--- src/rtl/mode_selector_pkg.sv ---
// Shared definitions for the mode selector and the per-mode reset stage that
// consumes its mode word.
//   MODE_*              : 2-bit mode encodings (HOME is the idle mode)
//   DEBOUNCE_CYCLES_DEF : default debounce hold time (10 ms at 100 MHz)
//   mode_advance()      : successor of a mode on a "next" press
package mode_pkg;

  localparam logic [1:0] MODE_HOME = 2'b00;
  localparam logic [1:0] MODE_1    = 2'b01;
  localparam logic [1:0] MODE_2    = 2'b10;
  localparam logic [1:0] MODE_3    = 2'b11;

  localparam int DEBOUNCE_CYCLES_DEF = 1000000;

  // "Next" cycles through the active modes only; HOME is left but never
  // re-entered this way.
  function automatic logic [1:0] mode_advance(input logic [1:0] mode);
    logic [1:0] nxt;
    case (mode)
      MODE_HOME: nxt = MODE_1;
      MODE_1:    nxt = MODE_2;
      MODE_2:    nxt = MODE_3;
      default:   nxt = MODE_1;
    endcase
    return nxt;
  endfunction

endpackage

--- src/rtl/mode_selector_if.sv ---
// Button / mode bundle of the mode selector.
//   btn_next_i, btn_home_i : raw asynchronous push-buttons, active-high
//   mode_o                 : registered mode word
//   mode_changed_o         : one-cycle strobe in the first cycle of a new mode
// slave  : the mode selector side
// master : the board / environment side
interface mode_selector_if;

  logic       btn_next_i;
  logic       btn_home_i;
  logic [1:0] mode_o;
  logic       mode_changed_o;

  modport slave (
    input  btn_next_i,
    input  btn_home_i,
    output mode_o,
    output mode_changed_o
  );

  modport master (
    output btn_next_i,
    output btn_home_i,
    input  mode_o,
    input  mode_changed_o
  );

endinterface

--- src/rtl/mode_selector_button_debouncer.sv ---
// One push-button front end: 2-flop synchroniser, hold-time debouncer and
// rising-edge press detector.
//   clock_i  : system clock
//   reset_ni : asynchronous active-low reset, clears every flop
//   btn_i    : raw asynchronous button level
//   press_o  : one-cycle pulse in the cycle after the debounced level rises
module button_debouncer #(
  parameter  int DEBOUNCE_CYCLES = 1000000,
  localparam int CNT_W           = $clog2(DEBOUNCE_CYCLES + 1)
) (
  input  logic clock_i,
  input  logic reset_ni,
  input  logic btn_i,
  output logic press_o
);

  localparam logic [CNT_W-1:0] CNT_LAST = CNT_W'(DEBOUNCE_CYCLES - 1);

  logic             sync_p0;
  logic             sync_p1;
  logic             deb_p2;
  logic             deb_prev_p3;
  logic [CNT_W-1:0] cnt;

  always_ff @(posedge clock_i or negedge reset_ni) begin
    if (!reset_ni) begin
      sync_p0     <= 1'b0;
      sync_p1     <= 1'b0;
      deb_p2      <= 1'b0;
      deb_prev_p3 <= 1'b0;
      cnt         <= '0;
    end else begin
      // stage p0/p1: metastability synchroniser
      sync_p0 <= btn_i;
      sync_p1 <= sync_p0;

      // stage p2: new level accepted only after DEBOUNCE_CYCLES
      // consecutive disagreeing samples; any agreement restarts the count
      if (sync_p1 == deb_p2) begin
        cnt <= '0;
      end else if (cnt == CNT_LAST) begin
        deb_p2 <= sync_p1;
        cnt    <= '0;
      end else begin
        cnt <= cnt + 1'b1;
      end

      // stage p3: history for edge detection
      deb_prev_p3 <= deb_p2;
    end
  end

  // Rising edges only: releases and long holds produce nothing.
  assign press_o = deb_p2 & ~deb_prev_p3;

endmodule

--- src/rtl/mode_selector.sv ---
// Mode selector: debounces the "next" and "home" buttons and steps a small
// mode FSM whose state is the mode word itself.
//   clock_i  : system clock
//   reset_ni : asynchronous active-low reset (mode HOME, no strobe)
//   bus      : slave side of mode_selector_if
//              (btn_next_i, btn_home_i in; mode_o, mode_changed_o out)
module mode_selector
  import mode_pkg::*;
#(
  parameter int DEBOUNCE_CYCLES = DEBOUNCE_CYCLES_DEF
) (
  input  logic           clock_i,
  input  logic           reset_ni,
  mode_selector_if.slave bus
);

  logic       press_next;
  logic       press_home;
  logic [1:0] mode_d;
  logic [1:0] mode_q;
  logic       changed_q;

  button_debouncer #(.DEBOUNCE_CYCLES(DEBOUNCE_CYCLES)) u_deb_next (
    .clock_i  (clock_i),
    .reset_ni (reset_ni),
    .btn_i    (bus.btn_next_i),
    .press_o  (press_next)
  );

  button_debouncer #(.DEBOUNCE_CYCLES(DEBOUNCE_CYCLES)) u_deb_home (
    .clock_i  (clock_i),
    .reset_ni (reset_ni),
    .btn_i    (bus.btn_home_i),
    .press_o  (press_home)
  );

  // Home outranks next when both presses land in the same cycle.
  always_comb begin
    mode_d = mode_q;
    if (press_home) begin
      mode_d = MODE_HOME;
    end else if (press_next) begin
      mode_d = mode_advance(mode_q);
    end
  end

  // Strobe is registered alongside the mode so it coincides with the first
  // cycle of the new value; a home press while already HOME leaves it low.
  always_ff @(posedge clock_i or negedge reset_ni) begin
    if (!reset_ni) begin
      mode_q    <= MODE_HOME;
      changed_q <= 1'b0;
    end else begin
      mode_q    <= mode_d;
      changed_q <= (mode_d != mode_q);
    end
  end

  assign bus.mode_o         = mode_q;
  assign bus.mode_changed_o = changed_q;

endmodule
--- src/flat_wrapper.sv ---
// flat-port wrapper written by rule: the top's interface ports become plain ports
module mode_selector_flat import mode_pkg::*;
#(
  parameter int DEBOUNCE_CYCLES = DEBOUNCE_CYCLES_DEF
)
  (clock_i, reset_ni, bus_btn_next_i, bus_btn_home_i, bus_mode_o, bus_mode_changed_o);
  mode_selector_if bus_i ();
  input  logic clock_i;
  input  logic reset_ni;
  input wire logic [$bits(bus_i.btn_next_i)-1:0] bus_btn_next_i;
  input wire logic [$bits(bus_i.btn_home_i)-1:0] bus_btn_home_i;
  output wire logic [$bits(bus_i.mode_o)-1:0] bus_mode_o;
  output wire logic [$bits(bus_i.mode_changed_o)-1:0] bus_mode_changed_o;
  assign bus_i.btn_next_i = bus_btn_next_i;
  assign bus_i.btn_home_i = bus_btn_home_i;
  assign bus_mode_o = bus_i.mode_o;
  assign bus_mode_changed_o = bus_i.mode_changed_o;
  mode_selector #(.DEBOUNCE_CYCLES(DEBOUNCE_CYCLES)) u_core (.clock_i(clock_i), .reset_ni(reset_ni), .bus(bus_i));
endmodule
--- config.mk ---
export PLATFORM = sky130hd
export DESIGN_NAME = mode_selector_flat
export DESIGN_NICKNAME = d
export VERILOG_FILES = /design/src/rtl/mode_selector_pkg.sv /design/src/rtl/mode_selector_if.sv /design/src/rtl/mode_selector_button_debouncer.sv /design/src/rtl/mode_selector.sv /design/src/flat_wrapper.sv
export SDC_FILE = /design/constraint.sdc
export NUM_CORES = 1
export LEC_CHECK = 0
export BUFFER_PORTS_ARGS = -buffer_cell sky130_fd_sc_hd__buf_2
export CAP_MARGIN = 20
export CORE_UTILIZATION = 50
export DETAILED_ROUTE_END_ITERATION = 16
export PLACE_DENSITY_LB_ADDON = 0.08
export SKIP_CTS_REPAIR_TIMING = 1
export SLEW_MARGIN = 0
export SYNTH_ARGS = -nofsm -noshare
export SYNTH_HDL_FRONTEND = slang
export SYNTH_HIERARCHICAL = 1
export SYNTH_SLANG_ARGS = --single-unit
--- constraint.sdc ---
create_clock -name clock_i -period 1.64 [get_ports clock_i]
set_input_delay 0.246 -clock clock_i [delete_from_list [all_inputs] [get_ports clock_i]]
set_output_delay 0.246 -clock clock_i [all_outputs]
set_load 0.05 [all_outputs]
# Yosys cells after proc, flatten, opt, wreduce, memory -nomap -nowiden
# Cells that the tools add are included.
[classes]
add_sub_neg = 2
n_eq_ne = 7
muxes = 7
bitwise = 6
n_reduce_logical = 2
[ops]
columns = ["operator", "n"]
rows = [
  ["$mux 20", 4],
  ["$add 20x1->20 const B", 2],
  ["$eq 20x20->1 const B", 2],
  ["$mux 2", 2],
  ["$not 1->1", 4],
  ["$pmux 2 s2", 1],
  ["$reduce_and 2->1", 2],
  ["$and 1x1->1", 2],
  ["$eq 1x1->1", 2],
  ["$eq 2x1->1 const B", 1],
  ["$eq 2x2->1 const B", 1],
  ["$ne 2x2->1", 1],
]
[totals]
reg_bits = 51
input_bits = 4
out_inout_bits = 3
wordCells = 36

# Longest topological paths before layout
# Gate-level depths: netlist of run 1.
[depth]
ltp_word = 5
depth_mapped = 6
ltp_nobuf = 5

# By module
# The synthesis of run 1 kept the hierarchy.
[by_module_without_submodules]
columns = ["mod", "instances", "cells_per_inst", "area_per_inst_um2", "seq_area_each_um2"]
rows = [
  ["button_debouncer", 2, 110, 1146.1, 600.6],
  ["mode_selector", 1, 16, 166.4, 75.1],
]

# Worst setup path after synthesis of run 1
# Ideal clock, no wire load.
[synth_timing]
kind = "register -> register"
start = "register u_core.mode_q[1], in the netlist u_core/bus.mode_o[1]"
end = "register u_core.changed_q, in the netlist u_core/bus.mode_changed_o"
setup_ns = 0.126
arrival_time_ns = 1.524
required_time_ns = 1.514
slack_ns = -0.010
stages_incl_launch_ff = 5
n_path_buf = 0
synth_period_minus_slack_ns = 1.650
path_cell_list = "dfrtp_1 -> inv_1 -> ha_1 -> a22o_1 -> a221o_1"
[synth_via]
elab_chain_cells = 5
word_cells_on_any_way = 6
cone_classes = "3 x eq/ne; 3 x mux"
[synth_rtl]
columns = ["item", "line", "source"]
rows = [
  ["start, declared", "mode_selector.sv:20", "logic [1:0] mode_q;"],
  ["start signal, assigned", "mode_selector.sv:54", "mode_q <= mode_d;"],
  ["$eq 2x2->1 or $eq 2x1->1 (tied branches)", "mode_selector_pkg.sv:19", "case (mode)"],
  ["$pmux 2 s2", "mode_selector_pkg.sv:19", ""],
  ["$mux 2", "mode_selector.sv:42", "end else if (press_next) begin"],
  ["$mux 2", "mode_selector.sv:40", "if (press_home) begin"],
  ["$ne 2x2->1 *", "mode_selector.sv:55", "changed_q <= (mode_d != mode_q);"],
  ["end signal, assigned", "mode_selector.sv:55", ""],
  ["end, declared", "mode_selector.sv:21", "logic changed_q;"],
]
# Mark *: on every way between the ends. The rest lies on a longest branch, timed or not.
# A chain may end at the register's enable or synchronous reset.

# Worst setup path in the final report of run 1
[layout_timing]
start = "register u_core.u_deb_next.cnt[10]"
end = "register u_core.u_deb_next.cnt[17]"
[layout_via]
elab_chain_cells = 3
word_cells_on_any_way = 4
cone_classes = "1 x add/sub; 1 x eq/ne; 2 x mux"
[layout_rtl]
columns = ["item", "line", "source"]
rows = [
  ["start, declared", "mode_selector_button_debouncer.sv:23", "logic [CNT_W-1:0] cnt;"],
  ["start signal, assigned", "mode_selector_button_debouncer.sv:45", "cnt <= cnt + 1'b1;"],
  ["$add 20x1->20 or $eq 20x20->1 (tied branches)", "mode_selector_button_debouncer.sv:45, mode_selector_button_debouncer.sv:41", ""],
  ["$mux 20 *", "mode_selector_button_debouncer.sv:41", "end else if (cnt == CNT_LAST) begin"],
  ["$mux 20 *", "mode_selector_button_debouncer.sv:39", "if (sync_p1 == deb_p2) begin"],
]
# Marked as above.

==> impl_metrics.toml, run 1 <==
[detailed_routing]
wl_per_cell_um = 13.18
wl_um = 4732
firstDrtPassIters = 4
ant_nets = 0
dr_total_vias = 1873
drt-initial-drc-count = 87
drc = 0
viasPerCell = 5.217

[clock_tree]
cts_tree = "done"
clkLatencyLatePin_ns = 0.30
cts.htree.levels = 2
path_clk_slew_ns = 0.10
cts_buffers = 5
numClockSinks = 51
clockBufferDepth = 2
clock_tree.root_cell = "clkbuf_8"

[cells_and_area]
utilization_pct = 66.57
diodes = 0
final_cell_mix = "dfrtp_1, buf_4, nor2_1"
syn2layout_area_growth_pct = 27.89
nets = 298
drive_gt1_share_pct = 30.14
fill_cells = 373
layout_commonest_cell = "dfrtp_1"
stdcell_count = 359
fin_area_mm2 = 0.003144

[timing]
relSlewSlack_pct = 70.39
hold_viol = 0
rsz0062_at_grt = "true"
worst_slew_pin_slew_ns = 0.4441
slew_viol_final = 0
max_freq_mhz = 625.1
period_share_pct = 97.55
finalSetupViolations = 0
worst_clock_skew_ns = 0.008969
fin_ws_ns = 0.04016
final.min_clock_period_ns = 1.600

[setup_path]
end_kind = "register"
r2r-start = "u_core/u_deb_next/cnt[10]"
start_kind = "register"
crit_path_max_fanout = 4
crit_type = "register to register"
rr_endpoint = "u_core/u_deb_next/cnt[17]"
regToRegSetupSlack_ns = 0.04
required_ns = 1.88
arrival_ns = 1.84
cp-endpoint = "u_core/u_deb_next/cnt[17]"
critPathLaunch = "u_core/u_deb_next/cnt[10]"
worstRegToRegCells = 4

[die]
core-area_mm2 = 0.004723
initial_core_util_pct = 52.05
fp.dieW_um = 72.12
rows = 25
dieArea_mm2 = 0.005201
die_h_um = 72.12
ios = 7

[hold_path]
hp-class = "primary input to register"

[power]
clockPowerShare_pct = 42.2
power_density_mw_per_mm2 = 766.3
p_sw_uw = 485.0
p_comb_share_pct = 4.2
ir_worst_vdd_v = 0.0005763
p_int_uw = 1924
p_leak_uw = 0.001355
pwr-share-seq_pct = 53.6
switching_share_pct = 20.13

[synthesis]
yosysUniqueCellTypes = 33
synth.top_cell.area_share_pct = 51.91
ys_top_cells_by_area = "dfrtp_1, xnor2_1, nor2_1"
syn_area_mm2 = 0.002459
synth_cells = 236
ys_seq_area_share_pct = 51.91
synth-seq-cells = 51
synth.avg_cell_area_um2 = 10.42
synthArstFlopShare_pct = 100.0
syn_nets = 243
ys_warn_count = 6
yosys.area.top_type = "dfrtp_1"
synth_edf_count = 0
synth_flop_cell = "dfrtp_1"

[global_route]
grt_usage_pct = 18.88
grt_pass1_vias = 1728
antenna_found_initial = 0
overflow = 0
grt_max_degree = 34
grt_pass1_wl_um = 7652

[placed_design]
dpl.hpwl_um = 3320
numPlacedInstances = 345
numPortBuffers = 6
post-place-ws_ns = -0.05536
place_congestion = 0.8064
place_area_mm2 = 0.002861

[run]
cap_violations = 0

[run_status]
outcome = "completed"
routing by layer:
layer	vias to the layer above	share of wire (%)	wire length, um	global-route usage (%)
met2	19	48	2293	30.53
met4	0	0.93	44	6.318
li1	940	-	-	-
met1	910	48	2277	25.30
met3	4	2.5	117	4.167
met5	-	0	0	0
metrics by stage:
stage / setup TNS, ns / power (uW) / hold WS (ns)
2_1_floorplan: 0 / 1346 / -0.04959
3_3_place_gp: -0.04257 / 1408 / 0.2105
3_5_place_dp: -0.1231 / 1408 / 0.2156
4_1_cts: -0.1066 / 2431 / -0.1193
5_1_grt: -0.08778 / 2501 / 0.02609
6_report: 0 / 2409 / 0.04406
power by group through the flow:
stage | Sequential [uW] | Combinational [uW] | Clock, uW
after floorplan | 1310 | 34.3 | 0
after global placement | 1310 | 96.4 | 0
after detailed placement | 1310 | 96.6 | 0
after CTS | 1290 | 97.5 | 1050
after global routing | 1290 | 118 | 1090
final | 1290 | 102 | 1020
area by class of cell:
type | instances | area [um2] | share of cell area, %
Clock inverter | 3 | 67.56 | 2.149
Sequential cell | 51 | 1286 | 40.91
Tap cell | 67 | 83.83 | 2.666
Multi-Input combinational cell | 174 | 1229 | 39.08
Clock buffer | 5 | 68.82 | 2.189
Timing Repair Buffer | 50 | 375.4 | 11.94
Inverter | 9 | 33.78 | 1.074
cells in the mapped netlist (6+ instances only):
cell type / instances
nor3_1: 10
nand2_1: 12
inv_1: 9
a21oi_1: 6
nand4_1: 6
nor2_1: 38
xor2_1: 10
dfrtp_1: 51
nor4_1: 8
nand3_1: 12
xnor2_1: 22
cell families (layout without fill, tap and decap cells):
group                      Yosys count  after routing  share of synthesized area, %
muxes                                6              6                         2.545
adders and majority gates            3              3                         1.527
AOI/OAI and AO/OA                   16             16                         4.072
xor gates and xnor gates            32             32                         11.40
and+or+nand+nor                    117            117                         26.77
DFF                                 51             51                         51.91
buffers and inverters               11             67                         1.781
worst min path at each step:
| stage | from | end | slack [ns] | cells past startpoint |
|---|---|---|---|---|
| after floorplan | reset_ni | u_core/bus.mode_changed_o | -0.05 | 0 |
| after global placement | reset_ni | u_core/u_deb_home/sync_p1 | 0.21 | 1 |
| after detailed placement | reset_ni | u_core/u_deb_home/sync_p0 | 0.22 | 1 |
| after CTS | reset_ni | u_core/u_deb_next/deb_p2 | -0.12 | 1 |
| after global routing | bus_btn_next_i | u_core/u_deb_next/sync_p0 | 0.03 | 1 |
| final | bus_btn_home_i | u_core/u_deb_home/sync_p0 | 0.04 | 1 |
state kept, by name (all words and copies together) (netlist names):
| signal | cells |
|---|---|
| u_core/u_deb_next/cnt | 20 |
| u_core/u_deb_home/sync_p1 | 1 |
| u_core/u_deb_home/deb_p2 | 1 |
| u_core/u_deb_next/deb_prev_p3 | 1 |
| u_core/u_deb_next/deb_p2 | 1 |
| u_core/bus.mode_o | 2 |
| u_core/u_deb_home/deb_prev_p3 | 1 |
| u_core/u_deb_home/sync_p0 | 1 |
| u_core/u_deb_home/cnt | 20 |
| u_core/u_deb_next/sync_p1 | 1 |
| u_core/u_deb_next/sync_p0 | 1 |
| u_core/bus.mode_changed_o | 1 |
worst max-delay path: stages (launching register included):
cell     delay, ns
dfrtp_2       0.43
nand4_2       0.13
or4_4         0.52
or3_1         0.31
a21oi_1       0.14
No activity file was read; power rests on OpenSTA's default activity.
==> run 2: changes to the inputs <==
- RECOVER_POWER: default -> 25
==> impl_metrics.toml, run 2 (synthesized netlist as in run 1, its figures left out) <==
[global_route]
overflow = 0
grt_pass1_vias = 1728
grt_usage_pct = 18.88
grt_max_degree = 34
grt_pass1_wl_um = 7652
antenna_found_initial = 0

[timing]
hold_ws_ns = 0.04363
rsz0062_at_grt = "true"
slew_viol_final = 0
max_freq_mhz = 625.1
worst_slew_pin_slew_ns = 1.063
hold_viol = 0
final.min_clock_period_ns = 1.600
worst_clock_skew_ns = 0.008969
period_share_pct = 97.55
relSlewSlack_pct = 29.11
finalSetupViolations = 0

[run]
cap_violations = 0

[cells_and_area]
drive_gt1_share_pct = 29.79
final_cell_mix = "dfrtp_1, buf_4, nor2_1"
diodes = 0
syn2layout_area_growth_pct = 27.84
nets = 298
stdcell_count = 359
layout_commonest_cell = "dfrtp_1"

[die]
ios = 7
die_h_um = 72.12
dieArea_mm2 = 0.005201
rows = 25
initial_core_util_pct = 52.05
core-area_mm2 = 0.004723
fp.dieW_um = 72.12

[clock_tree]
cts.htree.levels = 2
clkLatencyLatePin_ns = 0.30
clock_tree.root_cell = "clkbuf_8"
clockBufferDepth = 2
numClockSinks = 51
cts_buffers = 5
path_clk_slew_ns = 0.10
cts_tree = "done"

[placed_design]
numPlacedInstances = 345
numPortBuffers = 6
dpl.hpwl_um = 3320
place_congestion = 0.8064

[setup_path]
crit_type = "register to register"
start_kind = "register"
slowest_stage = "or4_4"
critPathBufInv = 0
arrival_ns = 1.84
end_kind = "register"
required_ns = 1.88
path_cells = "nand4_2 -> or4_4 -> or3_1 -> a21oi_1"
slowest_delay_ns = 0.52
path_delay_family = "simple AND/OR/NAND/NOR gates"
crit_path_max_fanout = 4

[detailed_routing]
drc = 0
dr_total_vias = 1875
firstDrtPassIters = 4
wl_per_cell_um = 13.18
ant_nets = 0
drt-initial-drc-count = 87
viasPerCell = 5.223
wl_um = 4730

[power]
p_leak_uw = 0.001352
power_density_mw_per_mm2 = 766.7
ir_worst_vdd_v = 0.0005763

[run_status]
outcome = "completed"

[hold_path]
hp-class = "primary input to register"
## run 2: layout make-up
class | instances | area (um2)
clock buffers | 5 | 68.82
clock inverters | 3 | 67.56
fillers | 374 | 1580
inverters | 9 | 33.78
multi-input cells | 174 | 1229
flip-flops and latches | 51 | 1286
well taps | 67 | 83.83
repair buffers | 50 | 374.1
## run 2: worst reg2reg max path: stages, from the launching register on
cell     delay (ns)
dfrtp_2        0.43
nand4_2        0.13
or4_4          0.52
or3_1          0.31
a21oi_1        0.14
## run 2: per-stage QoR
stage                     util, %  setup slack (ns)  TNS (ns)  total power (uW)  instance area (um2)
after floorplan                 -           0.02131         0              1346                 2460
after global placement      60.58          -0.04014  -0.04257              1408                 2861
after detailed placement    60.58          -0.05536   -0.1231              1408                 2861
after CTS                   63.47          -0.04163   -0.1066              2431                 2998
after global routing        66.54          -0.05076  -0.08778              2501                 3143
final                       66.54           0.04016         0              2410                 3143
## run 2: final timing paths
kind / slack (ns) / depth (start not counted) / from / end
setup / recovery: 0.04 / 4 / u_core/u_deb_next/cnt[10] / u_core/u_deb_next/cnt[17]
min in group asynchronous: 0.65 / 2 / reset_ni / u_core/bus.mode_o[1]
hold reg to reg: 0.37 / 0 / u_core/u_deb_next/sync_p0 / u_core/u_deb_next/sync_p1
hold / removal: 0.04 / 1 / bus_btn_home_i / u_core/u_deb_home/sync_p0
setup reg to reg: 0.04 / 4 / u_core/u_deb_next/cnt[10] / u_core/u_deb_next/cnt[17]
max in group asynchronous: 0.25 / 3 / reset_ni / u_core/u_deb_next/cnt[4]
## run 2: power by group
group / leakage [uW] / total [uW] / internal, uW / switching [uW]
clock network: 0.0000644 / 1020 / 608 / 409
logic: 0.000602 / 102 / 42.0 / 60.0
registers: 0.000685 / 1290 / 1270 / 16.6
## run 2: routing by layer
metal | wire length (um) | part of all wire (%) | vias to the layer above | global-route usage [%]
met1 | 2272 | 48 | 912 | 25.30
met3 | 117 | 2.5 | 4 | 4.167
met5 | 0 | 0 | - | 0
met4 | 44 | 0.93 | 0 | 6.318
met2 | 2296 | 49 | 19 | 30.53
li1 | - | - | 940 | -
==> run 3: changes to the inputs <==
- CTS_BUF_LIST: default -> sky130_fd_sc_hd__clkbuf_16
- SETUP_SLACK_MARGIN: default -> 0.4
==> impl_metrics.toml, run 3 (synthesized netlist as in run 1, its figures left out) <==
[run_status]
outcome = "complete, but fails checks"
violations = "setup timing"

[power]
power.total_uw = 2406
power_density_mw_per_mm2 = 694.8
ir_worst_vdd_v = 0.0006768
p_leak_uw = 0.001461

[timing]
worst_clock_skew_ns = 0.003239
fin_ws_ns = -0.007896
finalSetupViolations = 1
hold_ws_ns = 0.07641
rsz0062_at_grt = "true"
slew_viol_final = 0
worst_slew_pin_slew_ns = 0.6873
max_freq_mhz = 606.8
hold_viol = 0
fin_tns_setup_ns = -0.007896
final.min_clock_period_ns = 1.648
relSlewSlack_pct = 54.18
period_share_pct = 100.5

[die]
rows = 25
dieArea_mm2 = 0.005201
initial_core_util_pct = 52.05
ios = 7
fp.dieW_um = 72.12
core-area_mm2 = 0.004723
die_h_um = 72.12

[global_route]
grt_usage_pct = 20.83
grt_max_degree = 52
grt_pass1_wl_um = 8307
antenna_found_initial = 0
overflow = 0
grt_pass1_vias = 1829

[placed_design]
post-place-ws_ns = -0.05359
place_congestion = 0.7653
dpl.hpwl_um = 3405
numPortBuffers = 6

[setup_path]
end_kind = "register"
required_ns = 1.85
start_kind = "register"
crit_type = "register to register"
crit_path_max_fanout = 5
arrival_ns = 1.86

[cells_and_area]
seqCellArea_mm2 = 0.001291
multiInputGateArea_mm2 = 0.001400
layout_commonest_cell = "buf_4"
final_cell_mix = "buf_4, dfrtp_1, nor2_1"
drive_gt1_share_pct = 41.04
fill_cells = 332
syn2layout_area_growth_pct = 40.87
utilization_pct = 73.32
nets = 313
diodes = 0

[detailed_routing]
wl_per_cell_um = 14.43
ant_nets = 0
wl_um = 5397
drt-initial-drc-count = 61
firstDrtPassIters = 4
viasPerCell = 5.294
drc = 0
dr_total_vias = 1980

[clock_tree]
clockBufferDepth = 2
cts.htree.levels = 2
path_clk_slew_ns = 0.06
cts_tree = "done"
clock_tree.root_cell = "clkbuf_16"
cts_buffers = 5
clkLatencyLatePin_ns = 0.28
numClockSinks = 51

[hold_path]
hp-class = "primary input to register"

[run]
cap_violations = 0
## run 3: changes by cell type in the layout (fill, tap and decap cells not counted), sizes merged
cell | before | now
clkinv | 0 | 1
bufinv | 2 | 0
clkbuf | 6 | 7
buf | 48 | 62
inv | 9 | 10
## run 3: final timing paths
check                                     startpoint                         to  slack, ns  depth (start not counted)
min in group asynchronous                   reset_ni  u_core/u_deb_home/cnt[16]       0.65                          3
max reg2reg                u_core/u_deb_next/cnt[13]  u_core/u_deb_next/cnt[17]     -0.008                          4
min reg2reg                u_core/u_deb_home/sync_p0  u_core/u_deb_home/sync_p1       0.36                          0
min                                   bus_btn_next_i  u_core/u_deb_next/sync_p0       0.08                          1
max                        u_core/u_deb_next/cnt[13]  u_core/u_deb_next/cnt[17]     -0.008                          4
max in group asynchronous                   reset_ni   u_core/u_deb_home/cnt[8]       0.49                          3
## run 3: per-layer routing
| layer | track usage, % | vias up | part of all wire [%] |
|---|---|---|---|
| met3 | 4.722 | 4 | 2.2 |
| met5 | 0 | - | 0 |
| met4 | 8.061 | 0 | 1.1 |
| li1 | - | 967 | - |
| met2 | 31.67 | 24 | 49 |
| met1 | 29.09 | 985 | 48 |
## run 3: final cells by class
cell class,count,area share (%)
clock inverter,3,0.4697
sequential,51,37.28
tap,67,2.421
clock buffer,5,3.613
multi-input combinational,174,40.43
timing repair buffer,65,14.81
inverter,9,0.9754
## run 3: critical path: stages, from the launching register on
cell	delay [ns]
dfrtp_1	0.44
nand4_1	0.16
or4_4	0.52
or3_4	0.34
a21oi_2	0.11
## run 3: metrics by stage
| stage | std cells | instance area (um2) |
|---|---|---|
| floorplan | 236 | 2554 |
| detailed placement | 348 | 2990 |
| finish | 374 | 3463 |
| global route | 374 | 3463 |
| global placement | 348 | 2990 |
| CTS | 356 | 3132 |
## run 3: power by group
group / internal, uW / total, uW / switching [uW]
Combinational: 55.0 / 127 / 71.7
Clock: 557 / 989 / 432
Sequential: 1270 / 1290 / 16.5
Total: 1890 / 2410 / 520
